### config.mk
export PLATFORM = sky130hd
export DESIGN_NAME = keccak_feed_controller_flat
export DESIGN_NICKNAME = d
export VERILOG_FILES = /design/src/rtl/keccak_pkg.sv /design/src/rtl/keccak_feed_controller_if.sv /design/src/rtl/keccak_feed_fifo.sv /design/src/rtl/keccak_feed_controller.sv /design/src/flat_wrapper.sv
export SDC_FILE = /design/constraint.sdc
export NUM_CORES = 1
export LEC_CHECK = 0
export CORE_UTILIZATION = 55
export DETAILED_ROUTE_END_ITERATION = 6
export HOLD_SLACK_MARGIN = 0.15
export MAX_ROUTING_LAYER = met4
export PLACE_DENSITY = 0.81
export SLEW_MARGIN = 10
export SYNTH_ARGS = -nofsm -noshare
export SYNTH_HDL_FRONTEND = slang
export SYNTH_SLANG_ARGS = --single-unit
### constraint.sdc
create_clock -name S_AXI_ACLK -period 2.45 [get_ports S_AXI_ACLK]
set_input_delay 0.6125 -clock S_AXI_ACLK [delete_from_list [all_inputs] [get_ports S_AXI_ACLK]]
set_output_delay 0.6125 -clock S_AXI_ACLK [all_outputs]
set_load 0.1 [all_outputs]
### src/rtl/keccak_pkg.sv
// rtl/keccak_pkg.sv - shared types and constants for the Keccak feed controller
//
// Purpose: FSM state encoding, STATUS/CONTROL bit positions, word size and the
//          enqueue byte-count rule shared by the controller and its FIFO.
// Ports:   none (package).
package keccak_pkg;

  typedef enum logic [1:0] {
    IDLE      = 2'd0,
    ABSORB    = 2'd1,
    WAIT_HASH = 2'd2,
    DONE      = 2'd3
  } state_e;

  // STATUS register bit indices
  localparam int STATUS_DONE = 0;
  localparam int STATUS_BUSY = 1;
  localparam int STATUS_FULL = 2;
  localparam int STATUS_ERR  = 3;
  localparam int STATUS_W    = 4;

  // CONTROL register field positions
  localparam int CTRL_NBYTES_LSB = 0;
  localparam int CTRL_NBYTES_MSB = 1;
  localparam int CTRL_LAST       = 2;
  localparam int CTRL_W          = 3;

  localparam int WORD_BYTES = 4;

  // Non-final words are always full; the final word carries its own count,
  // where 0 denotes an empty final word.
  function automatic logic [2:0] enqueue_nbytes(input logic last, input logic [1:0] nbytes);
    return last ? {1'b0, nbytes} : 3'(WORD_BYTES);
  endfunction

endpackage

### src/rtl/keccak_feed_controller_if.sv
// rtl/keccak_feed_controller_if.sv - word stream from the feed controller to the Keccak core
//
// Purpose: groups the valid/ready word handshake towards the core.
// Signals: core_valid/core_data/core_nbytes/core_last (controller -> core),
//          core_ready (core -> controller).
interface keccak_feed_controller_if #(
  parameter int DATA_W = 32
);
  logic              core_valid;
  logic              core_ready;
  logic [DATA_W-1:0] core_data;
  logic [2:0]        core_nbytes;
  logic              core_last;

  modport master (
    output core_valid, core_data, core_nbytes, core_last,
    input  core_ready
  );

  modport slave (
    input  core_valid, core_data, core_nbytes, core_last,
    output core_ready
  );
endinterface

### src/rtl/keccak_feed_fifo.sv
// rtl/keccak_feed_fifo.sv - synchronous FIFO of tagged input words with flush
//
// Purpose: DEPTH-entry FIFO of {data, nbytes, last} packed into WIDTH bits.
// Ports:   clk, resetn (sync active-low), flush (sync clear of pointers),
//          push/push_entry, pop, head_entry (current head), full, empty.
//          Caller must not push when full nor pop when empty; both are
//          also guarded here.
module keccak_feed_fifo #(
  parameter int DEPTH = 4,
  parameter int WIDTH = 36
) (
  input  logic             clk,
  input  logic             resetn,
  input  logic             flush,
  input  logic             push,
  input  logic [WIDTH-1:0] push_entry,
  input  logic             pop,
  output logic [WIDTH-1:0] head_entry,
  output logic             full,
  output logic             empty
);
  localparam int AW = $clog2(DEPTH);
  localparam logic [AW:0] PTR_ONE = {{AW{1'b0}}, 1'b1};

  // Pointers carry one extra wrap bit so full and empty are distinguishable.
  logic [AW:0]      wr_ptr_q, wr_ptr_d;
  logic [AW:0]      rd_ptr_q, rd_ptr_d;
  logic [WIDTH-1:0] mem_q [DEPTH];
  logic [WIDTH-1:0] mem_d [DEPTH];

  assign empty      = (wr_ptr_q == rd_ptr_q);
  assign full       = (wr_ptr_q[AW] != rd_ptr_q[AW]) &&
                      (wr_ptr_q[AW-1:0] == rd_ptr_q[AW-1:0]);
  assign head_entry = mem_q[rd_ptr_q[AW-1:0]];

  always_comb begin
    wr_ptr_d = wr_ptr_q;
    rd_ptr_d = rd_ptr_q;
    mem_d    = mem_q;
    if (flush) begin
      wr_ptr_d = '0;
      rd_ptr_d = '0;
    end else begin
      if (push && !full) begin
        mem_d[wr_ptr_q[AW-1:0]] = push_entry;
        wr_ptr_d = wr_ptr_q + PTR_ONE;
      end
      if (pop && !empty) begin
        rd_ptr_d = rd_ptr_q + PTR_ONE;
      end
    end
  end

  always_ff @(posedge clk) begin
    if (!resetn) begin
      wr_ptr_q <= '0;
      rd_ptr_q <= '0;
      for (int i = 0; i < DEPTH; i++) begin
        mem_q[i] <= '0;
      end
    end else begin
      wr_ptr_q <= wr_ptr_d;
      rd_ptr_q <= rd_ptr_d;
      mem_q    <= mem_d;
    end
  end
endmodule

### src/rtl/keccak_feed_controller.sv
// rtl/keccak_feed_controller.sv - sequences the Keccak core from the register file
//
// Purpose: buffers INPUT words in a FIFO tagged with byte count/last, streams
//          them to the core, tracks hash progress, issues the core soft reset
//          and reports STATUS.
// Ports:   S_AXI_ACLK, S_AXI_ARESETN (sync active-low);
//          cmd_reset, ctrl_nbytes, ctrl_last, in_wr, in_data from register decode;
//          core (stream master), core_soft_rst, core_done to/from the core;
//          st_done, st_busy, st_full, st_err back to STATUS.
module keccak_feed_controller
  import keccak_pkg::*;
#(
  parameter int DEPTH  = 4,
  parameter int DATA_W = 32
) (
  input  logic                       S_AXI_ACLK,
  input  logic                       S_AXI_ARESETN,
  input  logic                       cmd_reset,
  input  logic [1:0]                 ctrl_nbytes,
  input  logic                       ctrl_last,
  input  logic                       in_wr,
  input  logic [DATA_W-1:0]          in_data,
  output logic                       core_soft_rst,
  keccak_feed_controller_if.master   core,
  input  logic                       core_done,
  output logic                       st_done,
  output logic                       st_busy,
  output logic                       st_full,
  output logic                       st_err
);
  localparam int ENTRY_W = DATA_W + 4;

  state_e state_q, state_d;
  logic   err_q, err_d;
  logic   last_seen_q, last_seen_d;   // a last word has been enqueued this message
  logic   soft_rst_q, soft_rst_d;

  logic [CTRL_W-1:0]   ctrl;
  logic [ENTRY_W-1:0]  push_entry;
  logic [ENTRY_W-1:0]  head_entry;
  logic                fifo_full, fifo_empty;
  logic                push, pop, flush;
  logic                accepting;
  logic [STATUS_W-1:0] status;

  assign ctrl = {ctrl_last, ctrl_nbytes};
  assign push_entry = {in_data,
                       enqueue_nbytes(ctrl[CTRL_LAST], ctrl[CTRL_NBYTES_MSB:CTRL_NBYTES_LSB]),
                       ctrl[CTRL_LAST]};

  // Writes are only taken while a message is still open; full is judged on
  // the pre-dequeue occupancy, so a pop in the same cycle does not make room.
  assign accepting = ((state_q == IDLE) || (state_q == ABSORB)) && !last_seen_q;
  assign push      = in_wr && !cmd_reset && accepting && !fifo_full;
  assign flush     = cmd_reset;

  assign core.core_valid  = (state_q == ABSORB) && !fifo_empty;
  assign core.core_data   = head_entry[ENTRY_W-1:4];
  assign core.core_nbytes = head_entry[3:1];
  assign core.core_last   = head_entry[0];
  assign pop              = core.core_valid && core.core_ready;

  keccak_feed_fifo #(
    .DEPTH (DEPTH),
    .WIDTH (ENTRY_W)
  ) u_fifo (
    .clk        (S_AXI_ACLK),
    .resetn     (S_AXI_ARESETN),
    .flush      (flush),
    .push       (push),
    .push_entry (push_entry),
    .pop        (pop),
    .head_entry (head_entry),
    .full       (fifo_full),
    .empty      (fifo_empty)
  );

  always_comb begin
    state_d     = state_q;
    err_d       = err_q;
    last_seen_d = last_seen_q;
    soft_rst_d  = 1'b0;

    unique case (state_q)
      IDLE:      if (push) state_d = ABSORB;
      ABSORB:    if (pop && core.core_last) state_d = WAIT_HASH;
      WAIT_HASH: if (core_done) state_d = DONE;
      DONE:      state_d = DONE;
      default:   state_d = IDLE;
    endcase

    if (push && ctrl[CTRL_LAST]) last_seen_d = 1'b1;
    if (in_wr && !cmd_reset && !push) err_d = 1'b1;

    // Command reset overrides everything, including a same-cycle write.
    if (cmd_reset) begin
      state_d     = IDLE;
      err_d       = 1'b0;
      last_seen_d = 1'b0;
      soft_rst_d  = 1'b1;
    end
  end

  always_ff @(posedge S_AXI_ACLK) begin
    if (!S_AXI_ARESETN) begin
      state_q     <= IDLE;
      err_q       <= 1'b0;
      last_seen_q <= 1'b0;
      soft_rst_q  <= 1'b1;
    end else begin
      state_q     <= state_d;
      err_q       <= err_d;
      last_seen_q <= last_seen_d;
      soft_rst_q  <= soft_rst_d;
    end
  end

  always_comb begin
    status              = '0;
    status[STATUS_DONE] = (state_q == DONE);
    status[STATUS_BUSY] = (state_q == ABSORB) || (state_q == WAIT_HASH);
    status[STATUS_FULL] = fifo_full;
    status[STATUS_ERR]  = err_q;
  end

  assign st_done       = status[STATUS_DONE];
  assign st_busy       = status[STATUS_BUSY];
  assign st_full       = status[STATUS_FULL];
  assign st_err        = status[STATUS_ERR];
  assign core_soft_rst = soft_rst_q;
endmodule

### src/flat_wrapper.sv
// flat-port wrapper written by rule: the top's interface ports become plain ports
module keccak_feed_controller_flat import keccak_pkg::*;
#(
  parameter int DEPTH  = 4,
  parameter int DATA_W = 32
)
  (S_AXI_ACLK, S_AXI_ARESETN, cmd_reset, ctrl_nbytes, ctrl_last, in_wr, in_data, core_soft_rst, core_done, st_done, st_busy, st_full, st_err, core_core_valid, core_core_data, core_core_nbytes, core_core_last, core_core_ready);
  keccak_feed_controller_if #(.DATA_W(DATA_W)) core_i ();
  input  logic S_AXI_ACLK;
  input  logic S_AXI_ARESETN;
  input  logic cmd_reset;
  input  logic [1:0] ctrl_nbytes;
  input  logic ctrl_last;
  input  logic in_wr;
  input  logic [DATA_W-1:0] in_data;
  output logic core_soft_rst;
  input  logic core_done;
  output logic st_done;
  output logic st_busy;
  output logic st_full;
  output logic st_err;
  output wire logic [$bits(core_i.core_valid)-1:0] core_core_valid;
  output wire logic [$bits(core_i.core_data)-1:0] core_core_data;
  output wire logic [$bits(core_i.core_nbytes)-1:0] core_core_nbytes;
  output wire logic [$bits(core_i.core_last)-1:0] core_core_last;
  input wire logic [$bits(core_i.core_ready)-1:0] core_core_ready;
  assign core_core_valid = core_i.core_valid;
  assign core_core_data = core_i.core_data;
  assign core_core_nbytes = core_i.core_nbytes;
  assign core_core_last = core_i.core_last;
  assign core_i.core_ready = core_core_ready;
  keccak_feed_controller #(.DEPTH(DEPTH), .DATA_W(DATA_W)) u_core (.S_AXI_ACLK(S_AXI_ACLK), .S_AXI_ARESETN(S_AXI_ARESETN), .cmd_reset(cmd_reset), .ctrl_nbytes(ctrl_nbytes), .ctrl_last(ctrl_last), .in_wr(in_wr), .in_data(in_data), .core_soft_rst(core_soft_rst), .core(core_i), .core_done(core_done), .st_done(st_done), .st_busy(st_busy), .st_full(st_full), .st_err(st_err));
endmodule
==> impl_metrics.csv <==
group,metric,value,unit
placed_design,place_area,8430,sq um
timing,drv_slew,0,
setup_path,setup.worst_path.end,"core_core_nbytes[1]",
setup_path,cp_slowest_cell,"mux4_2",
timing,fin_crit,2.45,ns
cts,clkTransAtPathRegs,0.06,ns
synth,synthCells,744,
timing,setup_tns,-0.000397,ns
timing,timing.final.crit_share,100,%
synth,synth_area_leader_cell,"dfxtp_1",
placed_design,place.gp.congestion,0.803,
cts,cts.sinks,155,
synth,synthesis.nets,795,
synth,synth_top_flop_cell,"dfxtp_1",
setup_path,cp.arrival,1.84,ns
cts,cts_hold_buf,0,
die,start_util,57.1,%
setup_path,ff2ff_path_depth,8,
synth,synth_area_leaders,"dfxtp_1 (45%), nand2_1 (15%), a21boi_1 (13%)",
synth,synth.mux.area_fraction,11.8,%
die,die_w,114,microns
synth,yosys_warnings,0,
route,ant_nets,0,
setup_path,crit_path_start_kind,"flip-flop",
placed_design,place_ws,-0.196,ns
finish,drive_above_1_share,19.6,%
outcome,status,"finished with violations",
synth,yosysTopAreaCellShare,44.7,%
route,vias_per_cell,5.74,
synth,synth_common_cells,"nand2_1 (273), dfxtp_1 (155), a21boi_1 (122)",
timing,worst_pin_slew,0.690,ns
hold_path,min_path_type,"flip-flop to flip-flop",
synth,synth_xor_area_share,1.01,%
synth,synth_compound_area_share,16.9,%
cts,cts_buffers,17,
timing,finalHoldViolCount,0,
setup_path,critPathBufInv,2,
timing,setup_viol,1,
route,routed_wl,17700,microns
placed_design,port_buffers,82,
setup_path,critPathLaunch,"u_core.u_fifo.rd_ptr_q[1]$_SDFFE_PP0P_",
synth,yosys_register_bits,155,
timing,fin_skew,0.00721,ns
cts,htree_levels,4,
outcome,violations,"setup timing",
die,die_y,114,microns
placed_design,dp_hpwl,11100,microns
setup_path,cp_cell_sequence,"buf_8 > mux4_2 > buf_12",
die,ios,83,
setup_path,timing.rr.end,"u_core.u_fifo.mem_q[115]$_SDFFE_PN0P_",
synth,ys_types,33,
cts,ctsRootBufferMaster,"clkbuf_16",
timing,fmax,408,MHz
power_and_ir_drop,powerDensity,695,nW/um^2
hold_path,min_from,"u_core.u_fifo.mem_q[28]$_SDFFE_PN0P_",
die,dieArea,13100,sq um
route,wl_per_cell,17.6,microns
finish,syn2layout_area_growth,31.6,%
finish,final_area,9140,sq um
job,cap_viol_max_count,0,
finish,fin_nets,876,
synth,synth.most_common_cell,"nand2_1",
setup_path,critical_path_cell_count,3,
grt,antenna_found_initial,0,
setup_path,cp.required,1.84,ns
grt,grt_max_degree,85,
cts,cts_tree,"built",
grt,grt_use_total,30.1,%
setup_path,path_class,"flip-flop to output pin",
synth,synth_simple_gate_area_share,18.4,%
route,vias,5773,
timing,slew_headroom,54.0,%
setup_path,critPathTopFamily,"multiplexers",
setup_path,critical_path.max_fanout,13,
route,dr.pass1.iters,5,
grt,overflow,0,
timing,whs,0.451,ns
setup_path,reg2reg_slack,0.38,ns
setup_path,r2r_start,"u_core.u_fifo.rd_ptr_q[1]$_SDFFE_PP0P_",
synth,synth_top_family_by_area,"simple AND/OR/NAND/NOR gates",
synth,syn_area,6940,sq um
cts,clk_latency,0.43,ns
synth,synth_edf_count,0,
grt,grt_pass1_wl,29000,microns
die,rows,40,
cts,cts_buffer_depth,2,
setup_path,cp-end-kind,"output pin",
synth,async_flop_share,0,%
setup_path,critPathMaxStageDelay,0.59,ns
die,fp.coreArea,12200,sq um
route,drt_iter0_drc,539,
timing,worst_slack,-0.000397,ns
finish,num_antenna_cells,0,
synth,synth_fa_ha_area_share,1.80,%
timing,rsz0062_at_grt,"yes",
power_and_ir_drop,power_leakage,3.27,nW
synth,syn_area_per_cell,9.33,sq um
power_and_ir_drop,ir_drop,0.000465,V
grt,grt_pass1_vias,6004,
synth,ys_seq_area_share,44.7,%
route,drcViolationCount,0,
-- what timing repair did --
action / in CTS / in global routing
hold endpoints to repair: 0 / 0
setup endpoints to repair: 18 / 33
pin swaps: 0 / 1
gates resized for setup: 2 / 3
setup buffers: 0 / 0
cloned: 0 / 1
-- registers in the layout, indices dropped and copies added, names as in the netlist --
| signal | cells |
|---|---|
| u_core.u_fifo.rd_ptr_q | 3 |
| u_core.st_err | 1 |
| u_core.state_q | 2 |
| u_core.u_fifo.wr_ptr_q | 3 |
| u_core.u_fifo.mem_q | 144 |
| u_core.core_soft_rst | 1 |
| u_core.last_seen_q | 1 |
-- area by class of cell --
class	instances	area, sq um
flip-flops and latches	155	3110
clock inverters	14	218
well taps	168	210
clock buffers	18	439
inverters	7	26.3
repair buffers	118	1650
fillers	793	3030
multi-input cells	526	3480
-- metrics by stage --
| stage | total power (W) | util [%] | cells |
|---|---|---|---|
| after floorplan | 0.00316 | - | 744 |
| after global placement | 0.00347 | 69.3 | 973 |
| after detailed placement | 0.00349 | 69.3 | 973 |
| after CTS | 0.00637 | 74.8 | 1005 |
| after global routing | 0.00653 | 75.1 | 1006 |
| final | 0.00635 | 75.1 | 1006 |
-- cells in the final DEF (no fill, tap or decap), types with 2 or more instances in the layout --
master / n
o21a_1: 4
mux4_2: 36
and2_2: 4
clkinv_4: 2
ha_1: 10
and2_1: 3
inv_6: 2
nand2_4: 4
nand3_1: 11
nor2_1: 15
buf_12: 51
clkinv_2: 2
buf_4: 26
xnor2_1: 4
inv_1: 7
dfxtp_1: 153
clkinvlp_4: 3
a21boi_0: 18
nand2_1: 273
clkdlybuf4s50_1: 39
dfxtp_4: 2
xor2_1: 3
clkbuf_16: 18
a21oi_1: 4
and3_1: 2
bufinv_16: 5
a21boi_1: 122
-- worst min-delay path, cell delays in order, from the launching register on --
cell	delay, ns
dfxtp_1	0.31
nand2_1	0.05
a21boi_1	0.05
-- power by group --
group | internal [W] | total, W | switching, W | leakage, nW
Combinational | 0.000342 | 0.000850 | 0.000507 | 1.70
Clock | 0.00184 | 0.00291 | 0.00107 | 0.313
Sequential | 0.00256 | 0.00259 | 0.0000251 | 1.25
Total | 0.00474 | 0.00635 | 0.00161 | 3.27
-- kinds of logic after synthesis --
kind of cell,after synthesis
and+or+nand+nor,317
DFF,155
AOI/OAI and AO/OA,154
buffers and inverters,63
muxes,37
adders and majority gates,10
xor gates and xnor gates,8
-- worst min path at each step --
stage,end,slack (ns),cells after the start
finish,u_core.u_fifo.mem_q[28]$_SDFFE_PN0P_,0.45,2
global route,u_core.u_fifo.mem_q[19]$_SDFFE_PN0P_,0.47,2
detailed placement,u_core.u_fifo.mem_q[28]$_SDFFE_PN0P_,0.44,2
CTS,u_core.u_fifo.mem_q[28]$_SDFFE_PN0P_,0.45,2
floorplan,u_core.last_seen_q$_SDFFE_PP0P_,0.43,2
global placement,u_core.u_fifo.mem_q[32]$_SDFFE_PN0P_,0.44,2
-- routing by layer --
metal	GRT usage, %	routed length (microns)	vias to the layer above
met5	-	0	-
met4	12.3	439	0
met3	7.25	1130	45
met2	52.6	9260	239
met1	32.7	6850	2839
li1	-	-	2650
(Power assumes the default switching activity.)
